File: config.mk
export PLATFORM = sky130hd
export DESIGN_NAME = arq_tx_buffer
export DESIGN_NICKNAME = d
export VERILOG_FILES = /design/src/rtl/arq_tx_buffer_pkg.sv /design/src/rtl/arq_tx_buffer_fifo.sv /design/src/rtl/arq_tx_buffer.sv
export SDC_FILE = /design/constraint.sdc
export NUM_CORES = 1
export LEC_CHECK = 0
export BUFFER_PORTS_ARGS = -buffer_cell sky130_fd_sc_hd__clkbuf_2
export CORE_UTILIZATION = 55
export DETAILED_ROUTE_END_ITERATION = 6
export MAX_ROUTING_LAYER = met4
export PLACE_DENSITY = 0.8
export SLEW_MARGIN = 40
export SYNTH_ARGS = -nofsm -noshare
export SYNTH_HDL_FRONTEND = slang
export SYNTH_SLANG_ARGS = --single-unit
File: constraint.sdc
create_clock -name clk -period 4.2 [get_ports clk]
set_clock_uncertainty 0.2 [all_clocks]
set_input_delay 0.42 -clock clk [delete_from_list [all_inputs] [get_ports clk]]
set_output_delay 0.42 -clock clk [all_outputs]
set_load 0.01 [all_outputs]
File: src/rtl/arq_tx_buffer_pkg.sv
// Shared types and helpers for the stop-and-wait ARQ transmit buffer.
package arq_tx_buffer_pkg;

  typedef enum logic [1:0] {
    ST_IDLE = 2'd0,
    ST_SEND = 2'd1,
    ST_WAIT = 2'd2
  } arq_state_t;

  localparam int RETRY_W = 4;

  // One extra pointer bit distinguishes full from empty when the low bits match.
  function automatic int ptr_width(input int depth);
    return $clog2(depth) + 1;
  endfunction

endpackage

File: src/rtl/arq_tx_buffer_fifo.sv
// Frame store for the ARQ buffer: write side from upstream, head released only by an explicit free strobe.
module arq_tx_buffer_fifo
  import arq_tx_buffer_pkg::*;
#(
  parameter int DATA_WIDTH = 8,
  parameter int DEPTH      = 8
) (
  input  logic                    clk,
  input  logic                    rst,
  input  logic                    i_wr_valid,
  input  logic [DATA_WIDTH-1:0]   i_wr_data,
  input  logic                    i_free,
  output logic [DATA_WIDTH-1:0]   o_rd_data,
  output logic                    o_full,
  output logic                    o_empty,
  output logic [$clog2(DEPTH):0]  o_count
);

  localparam int PW = ptr_width(DEPTH);
  localparam int AW = PW - 1;

  logic [DATA_WIDTH-1:0] r_mem [DEPTH];
  logic [PW-1:0]         r_wr_ptr;
  logic [PW-1:0]         r_rd_ptr;
  logic                  w_wr_en;

  assign o_full    = (r_wr_ptr[PW-1] != r_rd_ptr[PW-1]) && (r_wr_ptr[AW-1:0] == r_rd_ptr[AW-1:0]);
  assign o_empty   = (r_wr_ptr == r_rd_ptr);
  assign o_count   = r_wr_ptr - r_rd_ptr;
  assign o_rd_data = r_mem[r_rd_ptr[AW-1:0]];

  // Fullness is judged on registered pointers, so a same-cycle free cannot make room.
  assign w_wr_en = i_wr_valid && !o_full;

  always_ff @(posedge clk) begin
    if (w_wr_en) begin
      r_mem[r_wr_ptr[AW-1:0]] <= i_wr_data;
    end
  end

  always_ff @(posedge clk or posedge rst) begin
    if (rst) begin
      r_wr_ptr <= '0;
      r_rd_ptr <= '0;
    end else begin
      if (w_wr_en) begin
        r_wr_ptr <= r_wr_ptr + 1'b1;
      end
      if (i_free) begin
        r_rd_ptr <= r_rd_ptr + 1'b1;
      end
    end
  end

endmodule

File: src/rtl/arq_tx_buffer.sv
// Stop-and-wait ARQ transmit buffer: FIFO of frames, head sent with a sequence number and held until ACK,
// retransmitted on NACK/timeout, dropped after MAX_RETRY retransmissions.
module arq_tx_buffer
  import arq_tx_buffer_pkg::*;
#(
  parameter int DATA_WIDTH = 8,
  parameter int DEPTH      = 8,
  parameter int SEQ_WIDTH  = 2,
  parameter int MAX_RETRY  = 3,
  parameter int TIMEOUT    = 16
) (
  input  logic                    clk,
  input  logic                    rst,
  input  logic                    wr_valid,
  input  logic [DATA_WIDTH-1:0]   wr_data,
  output logic                    wr_ready,
  output logic                    tx_valid,
  output logic [DATA_WIDTH-1:0]   tx_data,
  output logic [SEQ_WIDTH-1:0]    tx_seq,
  input  logic                    tx_ready,
  input  logic                    rx_ack,
  input  logic                    rx_nack,
  output logic                    done_pulse,
  output logic                    drop_pulse,
  output logic [RETRY_W-1:0]      retry_cnt,
  output logic [$clog2(DEPTH):0]  count
);

  localparam int TW = $clog2(TIMEOUT);

  arq_state_t           r_state, w_state_next;
  logic [SEQ_WIDTH-1:0] r_seq, w_seq_next;
  logic [RETRY_W-1:0]   r_retry, w_retry_next;
  logic [TW-1:0]        r_timer, w_timer_next;
  logic                 r_done, w_done_next;
  logic                 r_drop, w_drop_next;
  logic                 w_free;
  logic                 w_full;
  logic                 w_empty;

  arq_tx_buffer_fifo #(
    .DATA_WIDTH (DATA_WIDTH),
    .DEPTH      (DEPTH)
  ) u_fifo (
    .clk        (clk),
    .rst        (rst),
    .i_wr_valid (wr_valid),
    .i_wr_data  (wr_data),
    .i_free     (w_free),
    .o_rd_data  (tx_data),
    .o_full     (w_full),
    .o_empty    (w_empty),
    .o_count    (count)
  );

  assign wr_ready   = !w_full;
  assign tx_valid   = (r_state == ST_SEND);
  assign tx_seq     = r_seq;
  assign retry_cnt  = r_retry;
  assign done_pulse = r_done;
  assign drop_pulse = r_drop;

  always_ff @(posedge clk or posedge rst) begin
    if (rst) begin
      r_state <= ST_IDLE;
      r_seq   <= '0;
      r_retry <= '0;
      r_timer <= '0;
      r_done  <= 1'b0;
      r_drop  <= 1'b0;
    end else begin
      r_state <= w_state_next;
      r_seq   <= w_seq_next;
      r_retry <= w_retry_next;
      r_timer <= w_timer_next;
      r_done  <= w_done_next;
      r_drop  <= w_drop_next;
    end
  end

  always_comb begin
    w_state_next = r_state;
    w_seq_next   = r_seq;
    w_retry_next = r_retry;
    w_timer_next = r_timer;
    w_done_next  = 1'b0;
    w_drop_next  = 1'b0;
    w_free       = 1'b0;
    case (r_state)
      ST_IDLE: begin
        if (!w_empty) begin
          w_state_next = ST_SEND;
        end
      end
      ST_SEND: begin
        if (tx_ready) begin
          w_state_next = ST_WAIT;
          w_timer_next = '0;
        end
      end
      ST_WAIT: begin
        w_timer_next = r_timer + 1'b1;
        // ACK takes priority over a simultaneous NACK.
        if (rx_ack) begin
          w_free       = 1'b1;
          w_seq_next   = r_seq + 1'b1;
          w_retry_next = '0;
          w_done_next  = 1'b1;
          w_state_next = ST_IDLE;
        end else if (rx_nack || (r_timer == TW'(TIMEOUT - 1))) begin
          if (r_retry < RETRY_W'(MAX_RETRY)) begin
            w_retry_next = r_retry + 1'b1;
            w_state_next = ST_SEND;
          end else begin
            w_free       = 1'b1;
            w_seq_next   = r_seq + 1'b1;
            w_retry_next = '0;
            w_drop_next  = 1'b1;
            w_state_next = ST_IDLE;
          end
        end
      end
      default: begin
        w_state_next = ST_IDLE;
      end
    endcase
  end

endmodule

; After elaboration in Yosys (flattened, before gate mapping)
; Memories as Yosys holds them, arrays and structs flattened.
; Index checks and enable logic that the tools add are counted.
; Widths: inputs -> output; s select.
[op_classes]
n_addsub = 6
order_cmp = 1
eq_ne = 10
muxes = 24
n_reduce_logical = 11
[op_table]
columns = op, n
row1 = $add 4x1->4 const B, 4
row2 = $mux 4, 4
row3 = $mux 2, 7
row4 = $mux 1, 11
row5 = $pmux 4 s2, 1
row6 = $pmux 2 s3, 1
row7 = $reduce_and 3->1, 2
row8 = $eq 4x4->1, 1
row9 = $eq 4x4->1 const B, 1
row10 = $lt 4x2->1 const B, 1
row11 = $ne 2x2->1 const B, 2
row12 = $reduce_and 2->1, 2
row13 = $reduce_bool 2->1, 2
row14 = $sub 4x4->4, 1
row15 = $eq 3x3->1, 1
row16 = $ne 3x3->1 const B, 1
row17 = $add 2x1->2 const B, 1
row18 = $eq 2x1->1 const B, 1
row19 = $eq 2x2->1 const B, 1
row20 = $logic_and 1x1->1, 2
row21 = $logic_not 2->1, 1
row22 = $ne 2x1->1 const B, 1
row23 = $logic_not 1->1, 1
row24 = $logic_or 1x1->1, 1
row25 = $ne 1x1->1, 1
[totals]
ff_bits = 22
mem_bits_rw = 64
output_inout_bits = 22
mem_count = 1
[mem_list]
columns = name, words, word_bits, read_ports, rd_clocked_by_memory_dff, write_ports, line_no
row1 = u_fifo.r_mem, 8, 8, 1, 0, 1, arq_tx_buffer_fifo.sv:22  ; logic [DATA_WIDTH-1:0] r_mem [DEPTH];

; Depth between registers and ports, before layout
; Gate-level depths: netlist (run 1).
[depth]
depth_word = 6
depth_mapped = 8
depth_no_buf = 6

; Modules after synthesis
; Synthesis (run 1) repeated with hierarchy kept, for this count alone.
[unflattened]
cells_unflattened = 228
hier_area_um2 = 3678.5
[by_module_without_submodules]
columns = module, n_inst, cells_each, area_per_inst_um2
row1 = arq_tx_buffer_fifo, 1, 166, 2996.6
row2 = arq_tx_buffer, 1, 62, 681.9

; Worst setup path after synthesis (run 1)
; Ideal clock, no wire load.
[synth_timing]
kind = register -> register
startpoint = reg u_fifo.r_rd_ptr[1]
endpoint = mem u_fifo.r_mem[0][0], enable pin
setup_ns = 0.395
arrival_time_ns = 2.548
slack_ns = 1.058
stages_incl_launch_ff = 9
synth_period_minus_slack_ns = 3.142
path_cell_list = dfrtp_1 clkbuf_1 buf_2 inv_1 ha_1 and3_1 nand2_1 nand2_1 nor4_1
[synth_between]
elab_chain_len = 6
[synth_lines]
columns = element, line_no
row1 = start: declaration, arq_tx_buffer_fifo.sv:24  ; logic [PW-1:0] r_rd_ptr;
row2 = start signal: assignment, arq_tx_buffer_fifo.sv:50  ; r_rd_ptr <= r_rd_ptr + 1'b1;
row3 = $eq 3x3->1, arq_tx_buffer_fifo.sv:27  ; assign o_full = (r_wr_ptr[PW-1] != r_rd_ptr[PW-1]) && (r_wr_ptr[AW-1:0] == r_rd_ptr[AW-1:0]);
row4 = $logic_and 1x1->1, arq_tx_buffer_fifo.sv:27
row5 = $logic_not 1->1, --
row6 = named net wr_ready, arq_tx_buffer.sv:16  ; output logic wr_ready,
row7 = $logic_and 1x1->1, arq_tx_buffer_fifo.sv:33  ; assign w_wr_en = i_wr_valid && !o_full;
row8 = $mux 1, arq_tx_buffer_fifo.sv:36  ; if (w_wr_en) begin
row9 = $mux 1 (implied by the code), arq_tx_buffer_fifo.sv:37  ; r_mem[r_wr_ptr[AW-1:0]] <= i_wr_data;
row10 = end: declaration, arq_tx_buffer_fifo.sv:22
; The timed path passes the listed nets, and every way through them passes these cells.

; Final worst setup path (run 1)
[layout_timing]
startpoint = reg u_fifo.r_rd_ptr[2]
endpoint = mem u_fifo.r_mem[5][0], enable pin
[layout_between]
elab_chain_len = 6
[layout_lines]
columns = element, line_no
row1 = $eq 3x3->1, arq_tx_buffer_fifo.sv:27
row2 = $logic_and 1x1->1, arq_tx_buffer_fifo.sv:27
row3 = $logic_not 1->1, arq_tx_buffer_fifo.sv:33
row4 = $logic_and 1x1->1, arq_tx_buffer_fifo.sv:33
row5 = $mux 1, arq_tx_buffer_fifo.sv:36
row6 = $mux 1 (implied by the code), arq_tx_buffer_fifo.sv:37
; Every way passes these cells.

==> impl_results.md, run 1 <==
* Post-Place Worst Slack at 931 ps
* WL final at 6330 um
* Worst VDD drop at 396 uV
* Setup TNS at 0 ps
* Fmax at 305 MHz
* Post-layout min period at 3270 ps
* Crit. End Element: flop
* Mapped Area at 0.00358 mm^2
* Initial antenna violation count at 0
* Total CTS buffers at 9
* Max cap viols at 0
* Post-Place Cells at 342
* Register bit count reported by yosys at 86
* Cts-stage hold buffer count at 0
* Clock Latency Late Sink at 340 ps
* CP endpoint: u_fifo.r_mem[5][0]
* PortBufs at 35
* Die Wd at 82.6 um
* Vias at 2025
* Rows at 29
* Boundary pin count at 36
* Global-route wire length before repair at 10200 um
* Clk network pwr share at 18.7%
* Mean Syn Cell Area at 15.6 um^2
* CTS clk-pin slew, worst paths at 90 ps
* Clock tree buffer depth at 2
* Total power at 2.80 mW
* Dpl hpwl at 4330 um
* Total die area at 0.00683 mm^2
* Post-synth EDFFs at 64
* GRT overflow at 0
* Post-route non-filler standard cell count at 359
* Area growth from synthesis to layout at 13.2%
* Crit Reg-Reg Endpoint: u_fifo.r_mem[5][0]
* CTS H-tree lvls at 3
* Max Slew Vio Count at 0
* Ys flop type: edfxtp_1
* Worst-Margin Slew at 755 ps
* # setup viols final at 0
* Seq/Total Area, Yosys at 69.1%
* Worst Setup SP: u_fifo.r_rd_ptr[2]
* RSZ-0062 raised after global routing: false
* Status: completed
* Post-synth ARST share at 25.6%
* Worst R2R Setup Slack at 930 ps
* Comb power frac at 38.3%
* Clock root cell: clkbuf_8
* Critical setup path kind: reg2reg
* Core Box Area at 0.00631 mm^2
* Syn. warnings at 0
* Post-Syn Nets at 252
* CTS resizes at 0
* Share of layout cells above drive strength 1 at 27.7%
* Initial DRC count at 189
* RR Startpoint: u_fifo.r_rd_ptr[2]
* Post-route ant nets at 0
* Psw at 1.02 mW
* GPL Wtd Cong at 0.825
* Switching Share at 36.5%
* WP data required at 3990 ps
* Initial core utilization at 56.7%
* CTS tree: yes
* LEAKAGE at 1.61 nW
* Min-delay worst type: in2reg
* Vias in the first global route at 1977
* Most common cell after layout, fill and taps aside: edfxtp_1
* Ant diodes at 0
* Hold Vio Cnt, Final at 0
* DRC errors left at 0
* Postcts setup bufs at 0
* Cells after Synth at 230
* Setup ws final at 926 ps
* Die Y at 82.6 um
* Power share of the sequential group at 43.0%
* Total track usage at 22.0%
* Vias/cell at 5.64
* Power Density at 692 mW/mm^2
* Pin count of the biggest net entering global routing at 23
* Number of fill cells at 467
* Worst slew margin at 49.2%
* Wire per inst at 17.6 um
* Tcrit/Tclk final at 78.0%
* Detailed-router iteration count before antenna repair at 4
* Crit path launch type: flop
* Worst-path fanout max at 11
* Commonest non-fill, non-tap cells in the layout: 64 x edfxtp_1, 38 x nand2_1, 35 x clkbuf_2
* Synth unique cells at 34
* Nets at 299
* P_int at 1.78 mW
* CTS sink cnt at 86
* Reg2reg path depth at 6
* Worst endpoint data arrival time at 3060 ps
-- per-stage QoR --
step | area, um^2 | hold WS, ps | utilization [%]
after floorplan | 3580 | 209 | -
after global placement | 3860 | 260 | 61.1
after detailed placement | 3860 | 266 | 61.1
after CTS | 4040 | 24.6 | 64.0
after global routing | 4050 | 106 | 64.1
final | 4050 | 102 | 64.1
-- cell families after synthesis --
logic type	synth area share, %
fa+ha+maj	3.01
mux	10.6
xor+xnor	2.94
flops	69.1
buf+inv	2.52
simple gates	8.78
compound gates	3.01
-- layout make-up --
cell class / count / area [um^2] / share of cell area (%)
flip-flops and latches: 86 / 2470 / 61.0
well taps: 77 / 96.3 / 2.38
inverters: 13 / 48.8 / 1.20
multi-input cells: 124 / 1010 / 25.1
clock buffers: 9 / 124 / 3.06
clock inverters: 7 / 56.3 / 1.39
repair buffers: 43 / 238 / 5.87
-- synth_stat cells (2+ instances only) --
cell type	instances	area, um^2
mux2i_1	2	20.0
nor2_1	11	41.3
nor3_1	8	40.0
a21oi_1	7	35.0
a21o_1	2	15.0
ha_1	7	87.6
inv_1	12	45.0
dfrtp_1	22	551
xor2_1	5	43.8
xnor2_1	7	61.3
nand3_1	2	10.0
nand2_1	38	143
nor4_1	3	18.8
nor2b_1	2	12.5
buf_2	3	15.0
edfxtp_1	64	1920
mux4_2	16	360
o21ai_0	3	15.0
-- power by group through the flow --
stage          Combinational (mW)  Sequential, mW  Clock (mW)
3_3_place_gp                 1.05            1.22           0
5_1_grt                      1.19            1.22       0.575
6_report                     1.07            1.21       0.525
3_5_place_dp                 1.08            1.22           0
4_1_cts                      1.09            1.20       0.536
2_1_floorplan               0.751            1.19           0
-- layer usage --
| metal | routed length [um] | up-vias | part of all wire [%] | global-route usage, % |
|---|---|---|---|---|
| met5 | 0 | - | 0 | - |
| met4 | 103 | 0 | 1.6 | 10.5 |
| met3 | 374 | 10 | 5.9 | 4.40 |
| met2 | 3070 | 68 | 48 | 29.6 |
| met1 | 2780 | 1003 | 44 | 32.0 |
| li1 | - | 944 | - | - |
-- worst max-delay path, stage by stage (launching register included) --
cell	delay [ps]
dfrtp_1	600
clkinv_1	390
ha_1	440
and3_1	230
a21boi_1	350
nand2_1	170
nor2_1	530
-- registers in the layout (all words and copies together), names as in the netlist, 2 cells and up --
| signal | flops |
|---|---|
| r_timer | 4 |
| tx_seq | 2 |
| r_state | 2 |
| u_fifo.r_mem | 64 |
| u_fifo.r_wr_ptr | 4 |
| retry_cnt | 4 |
| u_fifo.r_rd_ptr | 4 |
-- worst min-delay path by stage --
stage / from / endpoint / slack, ps / cells after the start
after floorplan: rst / done_pulse / 210 / 1
after global placement: tx_seq[1] / tx_seq[1] / 260 / 1
after detailed placement: tx_seq[1] / tx_seq[1] / 270 / 1
after CTS: rst / retry_cnt[1] / 20 / 2
after global routing: rx_ack / drop_pulse / 110 / 2
final: rx_ack / drop_pulse / 100 / 2
No activity file was read; power rests on OpenSTA's default activity.
==> run 2: changes to the inputs <==
- ABC_AREA: default -> 1
- clock period: 4.2 -> 3.33 ns (I/O delays scaled with it)
==> run 2 against run 1 <==
- routed wire length increased by 28%
- critical path type unchanged
- largest cell class unchanged
- register-to-register slack lost 510 ps
- critical endpoint is now u_fifo.r_mem[6][6]
- non-clock buffer count decreased by 4
- clock power grew 34%
==> impl_results.md, run 2 <==
* Status: completed
* Worst Setup SP: u_fifo.r_rd_ptr[2]
* Clock tree buffer depth at 2 (unchanged)
* Mean Syn Cell Area at 9.91 um^2 (-36%)
* Postcts setup bufs at 0 (unchanged)
* Post-synth EDFFs at 64 (unchanged)
* Ys flop type: edfxtp_1
* Post-synth ARST share at 25.6% (unchanged)
* Dpl hpwl at 5630 um (+30%)
* CTS resizes at 0 (unchanged)
* Detailed-router iteration count before antenna repair at 6 (+2)
* Initial DRC count at 297 (+57%)
* CTS clk-pin slew, worst paths at 80 ps (about the same)
* Die Y at 85.8 um (+3.9%)
* Min-delay worst type: in2reg
* # setup viols final at 0 (unchanged)
* Number of fill cells at 541 (+16%)
* Worst-Margin Slew at 668 ps (-86.6 ps)
* Clock Latency Late Sink at 350 ps (about the same)
* Synth unique cells at 23 (-32%)
* RR Startpoint: u_fifo.r_rd_ptr[2]
* CTS H-tree lvls at 3 (unchanged)
* HP Start: rx_ack
* Crit. End Element: flop
* Fin util at 63.5% (-0.63 points)
* Ant diodes at 0 (unchanged)
* Worst VDD drop at 479 uV (+21%)
* LEAKAGE at 1.88 nW (+17%)
* Seq/Total Area, Yosys at 64.0% (-5.1 points)
* Total CTS buffers at 9 (unchanged)
* Worst endpoint data arrival time at 2690 ps (-370 ps)
* Post-Syn Nets at 412 (+63%)
* Post-Place Cells at 511 (+49%)
* Hold_ws at 46.1 ps (-56.3 ps)
* Core Box Area at 0.00679 mm^2 (+7.6%)
* Clock root cell: clkbuf_8
* Total die area at 0.00737 mm^2 (+7.9%)
* CTS sink cnt at 86 (unchanged)
* Max Slew Vio Count at 0 (unchanged)
* Count leader, synth: nand2_1
* Total track usage at 24.9% (+2.9 points)
* Area growth from synthesis to layout at 11.7%
* Nets at 449 (+50%)
* Worst-path fanout max at 13 (+2)
* Largest register FFs at 64 (unchanged)
* Hold Vio Cnt, Final at 0 (unchanged)
* Setup TNS at 0 ps (unchanged)
* Rows at 30 (+3.4%)
* GRT overflow at 0 (unchanged)
* Power Density at 872 mW/mm^2 (+26%)
* Share of the synthesized area in the top cell type at 49.7% (-4.0 points)
* Area taken by multi-input logic gates at 0.00122 mm^2 (+20%)
* Commonest non-fill, non-tap cells in the layout: 96 x nand2_1, 83 x nor2_1, 64 x edfxtp_1
* Share of layout cells above drive strength 1 at 13.7% (-14 points)
* Critical setup path kind: reg2reg
* Initial core utilization at 56.9% (+0.23 points)
* CTS tree: yes
* Register bit count reported by yosys at 86 (unchanged)
* Post-route ant nets at 0 (unchanged)
* PortBufs at 35 (unchanged)
* WL final at 8070 um (+28%)
* Most common cell after layout, fill and taps aside: nand2_1
* Tcrit/Tclk final at 87.4% (+9.5 points)
* Mapped Area at 0.00386 mm^2 (+8.0%)
* Wire per inst at 15.3 um (-13%)
* Cells after Synth at 390 (+70%)
* Top cells by count, synth: 96 x nand2_1, 83 x nor2_1, 64 x edfxtp_1
* Max cap viols at 0 (unchanged)
* Vias in the first global route at 2603 (+32%)
* RSZ-0062 raised after global routing: false
* Worst slew margin at 55.3% (+6.1 points)
* Synth area leaders: edfxtp_1 50%, dfrtp_1 14%, nand2_1 9.3%
* Fmax at 344 MHz (+12%)
* Post-route non-filler standard cell count at 528 (+47%)
* Boundary pin count at 36 (unchanged)
* Vias/cell at 5.19 (-7.9%)
* Global-route wire length before repair at 12900 um (+27%)
* GPL Wtd Cong at 0.885 (+7.3%)
* Pin count of the biggest net entering global routing at 38 (+65%)
* Cts-stage hold buffer count at 1 (+1)
* Yosys top cell by area: edfxtp_1
* Initial antenna violation count at 0 (unchanged)
* Vias at 2742 (+35%)
* Die Wd at 85.8 um (+3.9%)
* Reg area at 0.00247 mm^2 (unchanged)
* DRC errors left at 0 (unchanged)
* Post-layout min period at 2910 ps (-364 ps)
* WP data required at 3110 ps (-880 ps)
* Syn. warnings at 0 (unchanged)
* Crit path launch type: flop
run 2: cell types whose count changed after synthesis, sizes merged, moves of 3 or more:
cell,before,now
xnor2,7,2
buf,6,11
nand2,38,99
inv,12,25
nand4,2,9
nor3,8,0
nor2,11,83
nand3,2,18
a21oi,7,4
mux4,16,0
o21ai,3,37
nor4,3,0
run 2: metrics by stage:
stage                     setup slack [ps]  area (um^2)  power, mW
after detailed placement               454         4110       3.07
after CTS                              455         4320       3.77
final                                  419         4320       3.76
after floorplan                        978         3860       2.58
after global placement                 597         4110       3.02
after global routing                   154         4320       4.06
run 2: cell families (layout without fill, tap and decap cells):
family                     count (synthesis)  after routing  synth area share [%]
buffers and inverters                     40             82                  4.43
AOI/OAI and AO/OA                         42             42                  5.50
xor gates and xnor gates                   5              5                  1.13
DFF                                       86             86                  64.0
adders and majority gates                  8              8                  2.78
and+or+nand+nor                          209            209                  22.2
run 2: final timing paths:
kind | endpoint | slack [ps] | cells after the start
max in group asynchronous | u_fifo.r_rd_ptr[2] | 2280 | 3
worst max-delay path | u_fifo.r_mem[6][6] | 420 | 7
worst min-delay path | drop_pulse | 50 | 4
min in group asynchronous | r_state[0] | 320 | 3
worst max register to register | u_fifo.r_mem[6][6] | 420 | 7
worst min register to register | retry_cnt[2] | 320 | 2
run 2: metal layers:
metal,GRT usage [%],share of wire [%],vias to the layer above
li1,-,-,1364
met1,34.8,46,1263
met2,34.5,44,98
met3,4.23,7.4,17
met4,14.5,2.6,0
met5,-,0,-
run 2: power by group:
group | internal [mW] | switching, mW
combinational | 0.522 | 1.01
clock | 0.365 | 0.340
sequential | 1.37 | 0.154
run 2: critical path, cell delays in order (launching register included):
cell      delay [ps]
dfrtp_1          570
clkinv_1         370
ha_1             440
nand3_1          120
inv_1             60
nand2_2          140
nand3_1          150
nor2_1           500
run 2: area by class of cell:
class                           count  area share [%]
Clock buffer                       12            3.36
Clock inverter                      4            1.10
Inverter                           27            2.35
Multi-Input combinational cell    264            28.3
Sequential cell                    86            57.3
Tap cell                           96            2.78
Timing Repair Buffer               39            4.81
